--- src/rtl/rstseq_pkg.sv ---
// Shared definitions for the core reset/restart sequencer: state
// encodings, the state type and a small helper for counter sizing.
package rstseq_pkg;

    localparam int STATE_W = 2;

    localparam logic [STATE_W-1:0] ST_RESET_HOLD = 2'd0;
    localparam logic [STATE_W-1:0] ST_RUN        = 2'd1;
    localparam logic [STATE_W-1:0] ST_FAULT_WAIT = 2'd2;
    localparam logic [STATE_W-1:0] ST_HALTED     = 2'd3;

    typedef enum logic [STATE_W-1:0] {
        S_RESET_HOLD = ST_RESET_HOLD,
        S_RUN        = ST_RUN,
        S_FAULT_WAIT = ST_FAULT_WAIT,
        S_HALTED     = ST_HALTED
    } state_e;

    // Larger of two integers, used to size the shared hold/back-off counter.
    function automatic int max(input int a, input int b);
        return (a > b) ? a : b;
    endfunction

endpackage

--- src/rtl/core_reset_seq_cdc_sync.sv ---
// N-stage synchronizer for a single asynchronous level. The reset value
// is a parameter so each instance can come out of reset reporting
// "request active" in its own polarity.
module cdc_sync #(
    parameter int   STAGES    = 2,
    parameter logic RESET_VAL = 1'b0
) (
    input  logic clk_i,
    input  logic resetn_i,
    input  logic d_i,
    output logic q_o
);

    logic [STAGES-1:0] sync_q;

    // Shift the raw input through the flop chain; the last stage is the safe copy.
    always_ff @(posedge clk_i) begin
        if (!resetn_i) begin
            sync_q <= {STAGES{RESET_VAL}};
        end else begin
            sync_q <= {sync_q[STAGES-2:0], d_i};
        end
    end

    assign q_o = sync_q[STAGES-1];

endmodule

--- src/rtl/core_reset_seq.sv ---
// Reset and restart sequencer for the core. Synchronizes the JTAG TRSTn
// and user-button reset requests, holds the core in reset for
// HOLD_CYCLES after they clear, and reacts to core faults.
// Optional feature macro: RSTSEQ_AUTO_RETRY_EN. When defined, a fault
// triggers a back-off plus re-hold, up to FAULT_RETRY_MAX times before
// HALTED. When undefined, any fault goes straight to HALTED.
module core_reset_seq
    import rstseq_pkg::*;
#(
    parameter int SYNC_STAGES     = 2,
    parameter int HOLD_CYCLES     = 250000,
    parameter int BACKOFF_CYCLES  = 25000000,
    parameter int FAULT_RETRY_MAX = 3
) (
    input  logic                               i_clk_25mhz,
    input  logic                               i_resetn,
    input  logic                               i_trstn,
    input  logic                               i_btn_reset,
    input  logic                               i_core_fault,
    output logic                               o_core_reset,
    output logic                               o_ready,
    output logic                               o_fault_latched,
    output logic [$clog2(FAULT_RETRY_MAX+1)-1:0] o_retry_cnt,
    output logic [STATE_W-1:0]                 o_state
);

`ifdef RSTSEQ_AUTO_RETRY_EN
    localparam int CNT_MAX = max(HOLD_CYCLES, BACKOFF_CYCLES);
`else
    // Back-off is never used here; the term only keeps the parameter referenced.
    localparam int CNT_MAX = max(HOLD_CYCLES, 1 + 0 * BACKOFF_CYCLES);
`endif
    localparam int CNT_W_RAW = $clog2(CNT_MAX);
    localparam int CNT_W     = (CNT_W_RAW < 1) ? 1 : CNT_W_RAW;
    localparam int RETRY_W   = $clog2(FAULT_RETRY_MAX + 1);

    localparam logic [CNT_W-1:0] HOLD_LAST = CNT_W'(HOLD_CYCLES - 1);

    logic trstn_sync;
    logic btn_sync;
    logic req_s;

    state_e           state_q, state_d;
    logic [CNT_W-1:0] cnt_q, cnt_d;
    logic             flt_q, flt_d;
    logic             core_reset_q;
    logic             ready_q;

    cdc_sync #(
        .STAGES    (SYNC_STAGES),
        .RESET_VAL (1'b0)
    ) u_trstn_sync (
        .clk_i    (i_clk_25mhz),
        .resetn_i (i_resetn),
        .d_i      (i_trstn),
        .q_o      (trstn_sync)
    );

    cdc_sync #(
        .STAGES    (SYNC_STAGES),
        .RESET_VAL (1'b1)
    ) u_btn_sync (
        .clk_i    (i_clk_25mhz),
        .resetn_i (i_resetn),
        .d_i      (i_btn_reset),
        .q_o      (btn_sync)
    );

    // Either request source forces the core back into reset.
    assign req_s = !trstn_sync | btn_sync;

`ifdef RSTSEQ_AUTO_RETRY_EN
    localparam logic [CNT_W-1:0]   BACKOFF_LAST = CNT_W'(BACKOFF_CYCLES - 1);
    localparam logic [RETRY_W-1:0] RETRY_MAX_V  = RETRY_W'(FAULT_RETRY_MAX);

    logic [RETRY_W-1:0] retry_q, retry_d;
`endif

    // Next-state logic; a reset request always wins over a fault in the same cycle.
    always_comb begin
        state_d = state_q;
        cnt_d   = cnt_q;
        flt_d   = flt_q;
`ifdef RSTSEQ_AUTO_RETRY_EN
        retry_d = retry_q;
`endif
        case (state_q)
            S_RESET_HOLD: begin
                if (req_s) begin
                    cnt_d = '0;
                end else if (cnt_q == HOLD_LAST) begin
                    state_d = S_RUN;
                    cnt_d   = '0;
                end else begin
                    cnt_d = cnt_q + CNT_W'(1);
                end
            end
            S_RUN: begin
                cnt_d = '0;
                if (req_s) begin
                    state_d = S_RESET_HOLD;
`ifdef RSTSEQ_AUTO_RETRY_EN
                    retry_d = '0;
`endif
                end else if (i_core_fault) begin
`ifdef RSTSEQ_AUTO_RETRY_EN
                    if (retry_q < RETRY_MAX_V) begin
                        state_d = S_FAULT_WAIT;
                        retry_d = retry_q + RETRY_W'(1);
                    end else begin
                        state_d = S_HALTED;
                        flt_d   = 1'b1;
                    end
`else
                    state_d = S_HALTED;
                    flt_d   = 1'b1;
`endif
                end
            end
`ifdef RSTSEQ_AUTO_RETRY_EN
            S_FAULT_WAIT: begin
                if (req_s) begin
                    state_d = S_RESET_HOLD;
                    cnt_d   = '0;
                    retry_d = '0;
                end else if (cnt_q == BACKOFF_LAST) begin
                    state_d = S_RESET_HOLD;
                    cnt_d   = '0;
                end else begin
                    cnt_d = cnt_q + CNT_W'(1);
                end
            end
`endif
            S_HALTED: begin
                cnt_d = '0;
                if (req_s) begin
                    state_d = S_RESET_HOLD;
                    flt_d   = 1'b0;
`ifdef RSTSEQ_AUTO_RETRY_EN
                    retry_d = '0;
`endif
                end
            end
            default: begin
                state_d = S_RESET_HOLD;
                cnt_d   = '0;
            end
        endcase
    end

    // State, counter and outputs; outputs come from the next state so they never glitch.
    always_ff @(posedge i_clk_25mhz) begin
        if (!i_resetn) begin
            state_q      <= S_RESET_HOLD;
            cnt_q        <= '0;
            flt_q        <= 1'b0;
            core_reset_q <= 1'b1;
            ready_q      <= 1'b0;
        end else begin
            state_q      <= state_d;
            cnt_q        <= cnt_d;
            flt_q        <= flt_d;
            core_reset_q <= (state_d != S_RUN);
            ready_q      <= (state_d == S_RUN);
        end
    end

`ifdef RSTSEQ_AUTO_RETRY_EN
    // Fault counter since the last user reset.
    always_ff @(posedge i_clk_25mhz) begin
        if (!i_resetn) begin
            retry_q <= '0;
        end else begin
            retry_q <= retry_d;
        end
    end

    assign o_retry_cnt = retry_q;
`else
    assign o_retry_cnt = '0;
`endif

    assign o_core_reset    = core_reset_q;
    assign o_ready         = ready_q;
    assign o_fault_latched = flt_q;
    assign o_state         = state_q;

endmodule

--- config.mk ---
export PLATFORM = sky130hd
export DESIGN_NAME = core_reset_seq
export DESIGN_NICKNAME = d
export VERILOG_FILES = /design/src/rtl/rstseq_pkg.sv /design/src/rtl/core_reset_seq_cdc_sync.sv /design/src/rtl/core_reset_seq.sv
export SDC_FILE = /design/constraint.sdc
export NUM_CORES = 1
export LEC_CHECK = 0
export BUFFER_PORTS_ARGS = -buffer_cell sky130_fd_sc_hd__buf_2
export CAP_MARGIN = 5
export CORE_ASPECT_RATIO = 0.9
export CORE_MARGIN = 2
export CORE_UTILIZATION = 55
export DETAILED_ROUTE_END_ITERATION = 12
export MAX_ROUTING_LAYER = met4
export PLACE_DENSITY = 0.8
export SYNTH_ARGS = -nofsm -noshare
export SYNTH_HDL_FRONTEND = slang
export SYNTH_SLANG_ARGS = --single-unit
--- constraint.sdc ---
create_clock -name i_clk_25mhz -period 3 [get_ports i_clk_25mhz]
set_input_delay 0.45 -clock i_clk_25mhz [delete_from_list [all_inputs] [get_ports i_clk_25mhz]]
set_output_delay 0.45 -clock i_clk_25mhz [all_outputs]
set_load 0.005 [all_outputs]
==> results.py <==
metrics = {
    "pwr": {
        "p_leak_uw": 0.000383,
        "power_uw": 525,
        "powerDensity_nw_per_um2": 431,
        "vdd_drop_max_mv": 0.353,
    },
    "run": {
        "drv_cap": 0,
    },
    "logic_synthesis": {
        "synth_seq_cells": 27,
        "syn_inst": 126,
        "ys_warn_count": 0,
        "ys_types": 32,
        "syn-cell-area_um2": 1130,
        "avgSynthCellArea_um2": 8.96,
        "ys_seq_area_share_pct": 47.9,
    },
    "clock_tree": {
        "clock_path_buffers": 2,
        "clk_latency_ns": 0.32,
        "cts_buffers": 3,
        "cts_hold_buf": 0,
        "cts_tree": "done",
        "h-tree-depth": 1,
        "clk_pin_slew_worst_paths_ns": 0.13,
        "clkSinkCount": 27,
        "cts_setup_buffers": 0,
        "post_cts_resized": 0,
        "cts_root_buffer": "clkbuf_4",
    },
    "timing": {
        "drv_slew": 0,
        "tns_ns": 0,
        "fmax_mhz": 512,
        "period_share_pct": 65.1,
        "worst_clock_skew_ns": 0.00252,
        "rsz0062_at_grt": "no",
        "finalSetupViolations": 0,
        "fin_crit_ns": 1.95,
        "hold_viol": 0,
        "relSlewSlack_pct": 50.7,
        "worst_slew_pin_slew_ns": 0.737,
    },
    "outcome": {
        "outcome": "finished clean",
    },
    "critical_path": {
        "worstPathArrival_ns": 2.14,
        "crit_start": "cnt_q[0]$_SDFF_PP0_",
        "cp-start-kind": "flip-flop",
        "r2r_slack_ns": 1.05,
        "crit_path_end_kind": "flip-flop",
        "reg2reg_depth": 5,
        "critPathMaxStageDelay_ns": 0.64,
        "critPathTopFamily": "simple AND/OR/NAND/NOR gates",
        "crit_fanout": 5,
        "critPathBufInv": 0,
        "rr_startpoint": "cnt_q[0]$_SDFF_PP0_",
        "path_cells": "ha_1, nand3_1, nor4_1, a31o_2, a21oi_1",
        "timing.rr.end": "cnt_q[16]$_SDFF_PP0_",
        "slowest_stage": "nor4_1",
        "cp.required_ns": 3.19,
        "critPathKind": "reg -> reg",
    },
    "routing": {
        "ant_nets": 0,
        "dr.pass1.iters": 4,
        "vias": 872,
        "wl_per_cell_um": 11.6,
        "wl_um": 1880,
        "drc_errors": 0,
        "vias_per_cell": 5.38,
        "initialDrtViolationCount": 16,
    },
    "floorplanning": {
        "die_h_um": 47.0,
        "dieArea_um2": 2430,
        "initial_core_util_pct": 58.4,
        "core.rowCount": 15,
        "num_io_pins": 12,
        "core_area_um2": 1930,
        "die_w_um": 51.8,
    },
    "finish": {
        "seqCellArea_um2": 541,
        "fill_cells": 171,
        "area_growth_pct": 7.76,
        "layout.nets": 144,
        "drive_gt1_share_pct": 13.1,
        "multi_input_area_um2": 547,
        "diodes": 0,
    },
    "worst_hold_path": {
        "min_path_cells": 2,
        "hold_class": "in -> reg",
        "min-delay-start": "i_btn_reset",
        "min_to": "u_btn_sync.sync_q[0]$_SDFF_PN1_",
    },
    "global_routing": {
        "grt_pass1_wl_um": 3060,
        "track_usage_pct": 18.6,
        "grt_remaining_overflow": 0,
        "antenna_found_initial": 0,
        "grt_max_degree": 19,
        "grt_pass1_vias": 702,
    },
    "placement": {
        "numPortBuffers": 9,
        "gp_congestion": 0.774,
        "dp_hpwl_um": 1350,
    },
}
## layout make-up
cell class	count	area share, %
Clock buffer	4	2.16
Multi-Input combinational cell	90	45.0
Timing Repair Buffer	9	3.70
Sequential cell	27	44.4
Tap cell	25	2.57
Inverter	7	2.16
## synth_stat cells
master	instances	share of area, %
dfxtp_1	27	48
nor2_1	19	6.3
xnor2_1	10	7.8
nand3_1	8	3.5
inv_1	7	2.3
o21ai_0	6	2.7
a21oi_1	5	2.2
nand2_1	5	1.7
nor3_1	5	2.2
and2_1	3	1.7
nor4_1	3	1.7
or3_1	3	1.7
buf_4	2	1.3
nand2b_1	2	1.1
nand4_1	2	1.1
nor4b_1	2	1.6
xor2_1	2	1.6
a31o_2	1	0.78
a31oi_1	1	0.55
and3_1	1	0.55
and3_2	1	0.67
clkbuf_1	1	0.33
conb_1	1	0.33
ha_1	1	1.1
nand3_2	1	0.89
nand3b_1	1	0.67
nand4_4	1	1.9
nor2b_1	1	0.55
nor3b_1	1	0.67
o211ai_2	1	1.1
o21a_1	1	0.67
or4_4	1	1.0
## per-stage QoR
stage                     util, %  cell area (µm²)  hold WS [ns]  setup slack [ns]  cells
after floorplan                 -             1130         0.386              1.31    127
final                        62.9             1220         0.317              1.05    162
after global routing         62.9             1220         0.297             0.880    162
after global placement       61.6             1190         0.390              1.14    158
after CTS                    62.9             1220         0.315              1.05    162
after detailed placement     61.6             1190         0.404              1.09    158
## worst max-delay path by stage
stage / end / slack, ns / depth (start not counted)
2_1_floorplan: cnt_q[10]$_SDFF_PP0_ / 1.31 / 6
3_3_place_gp: cnt_q[16]$_SDFF_PP0_ / 1.14 / 5
3_5_place_dp: cnt_q[16]$_SDFF_PP0_ / 1.09 / 5
4_1_cts: cnt_q[16]$_SDFF_PP0_ / 1.05 / 5
5_1_grt: cnt_q[16]$_SDFF_PP0_ / 0.88 / 5
6_report: cnt_q[16]$_SDFF_PP0_ / 1.05 / 5
## registers in the layout, summed over array words and instances, names as in the netlist
signal / count
cnt_q: 18
o_state: 2
u_btn_sync.sync_q: 2
u_trstn_sync.sync_q: 2
o_core_reset: 1
o_fault_latched: 1
o_ready: 1
## cells in the final DEF, fill, tap and decap left out
cell	instances
nor3_1	5
o21ai_0	6
o211ai_2	1
clkbuf_4	3
or4_4	1
ha_1	1
clkbuf_1	1
nor4_1	3
xor2_1	2
nand3_1	8
nand2_1	5
and3_2	1
nor3b_1	1
a21oi_1	5
a31o_2	1
nand4_1	2
nor2b_1	1
and3_1	1
nor4b_1	2
inv_1	7
buf_2	9
or3_1	3
and2_1	3
nor2_1	19
nand2b_1	2
nand4_4	1
o21a_1	1
dfxtp_1	27
conb_1	2
nand3_2	1
a31oi_1	1
nand3b_1	1
xnor2_1	10
## power breakdown
group          internal [µW]  total, µW  switching, µW
clock network           52.1        150           97.8
registers                362        364           1.50
logic                   5.85       10.8           4.96
## cells by family after synthesis
family | synth area share, %
AOI/OAI and AO/OA | 7.98
adders and majority gates | 1.11
and+or+nand+nor | 29.4
xor gates and xnor gates | 9.31
DFF | 47.9
other | 0.332
buffers and inverters | 3.99
## metal layers
metal  part of all wire [%]  track usage [%]
met3                    4.6             6.69
met5                      0                -
met4                    1.6             7.89
met1                     49             24.2
met2                     45             26.2
Note: power is estimated with default switching activity, not from simulation.
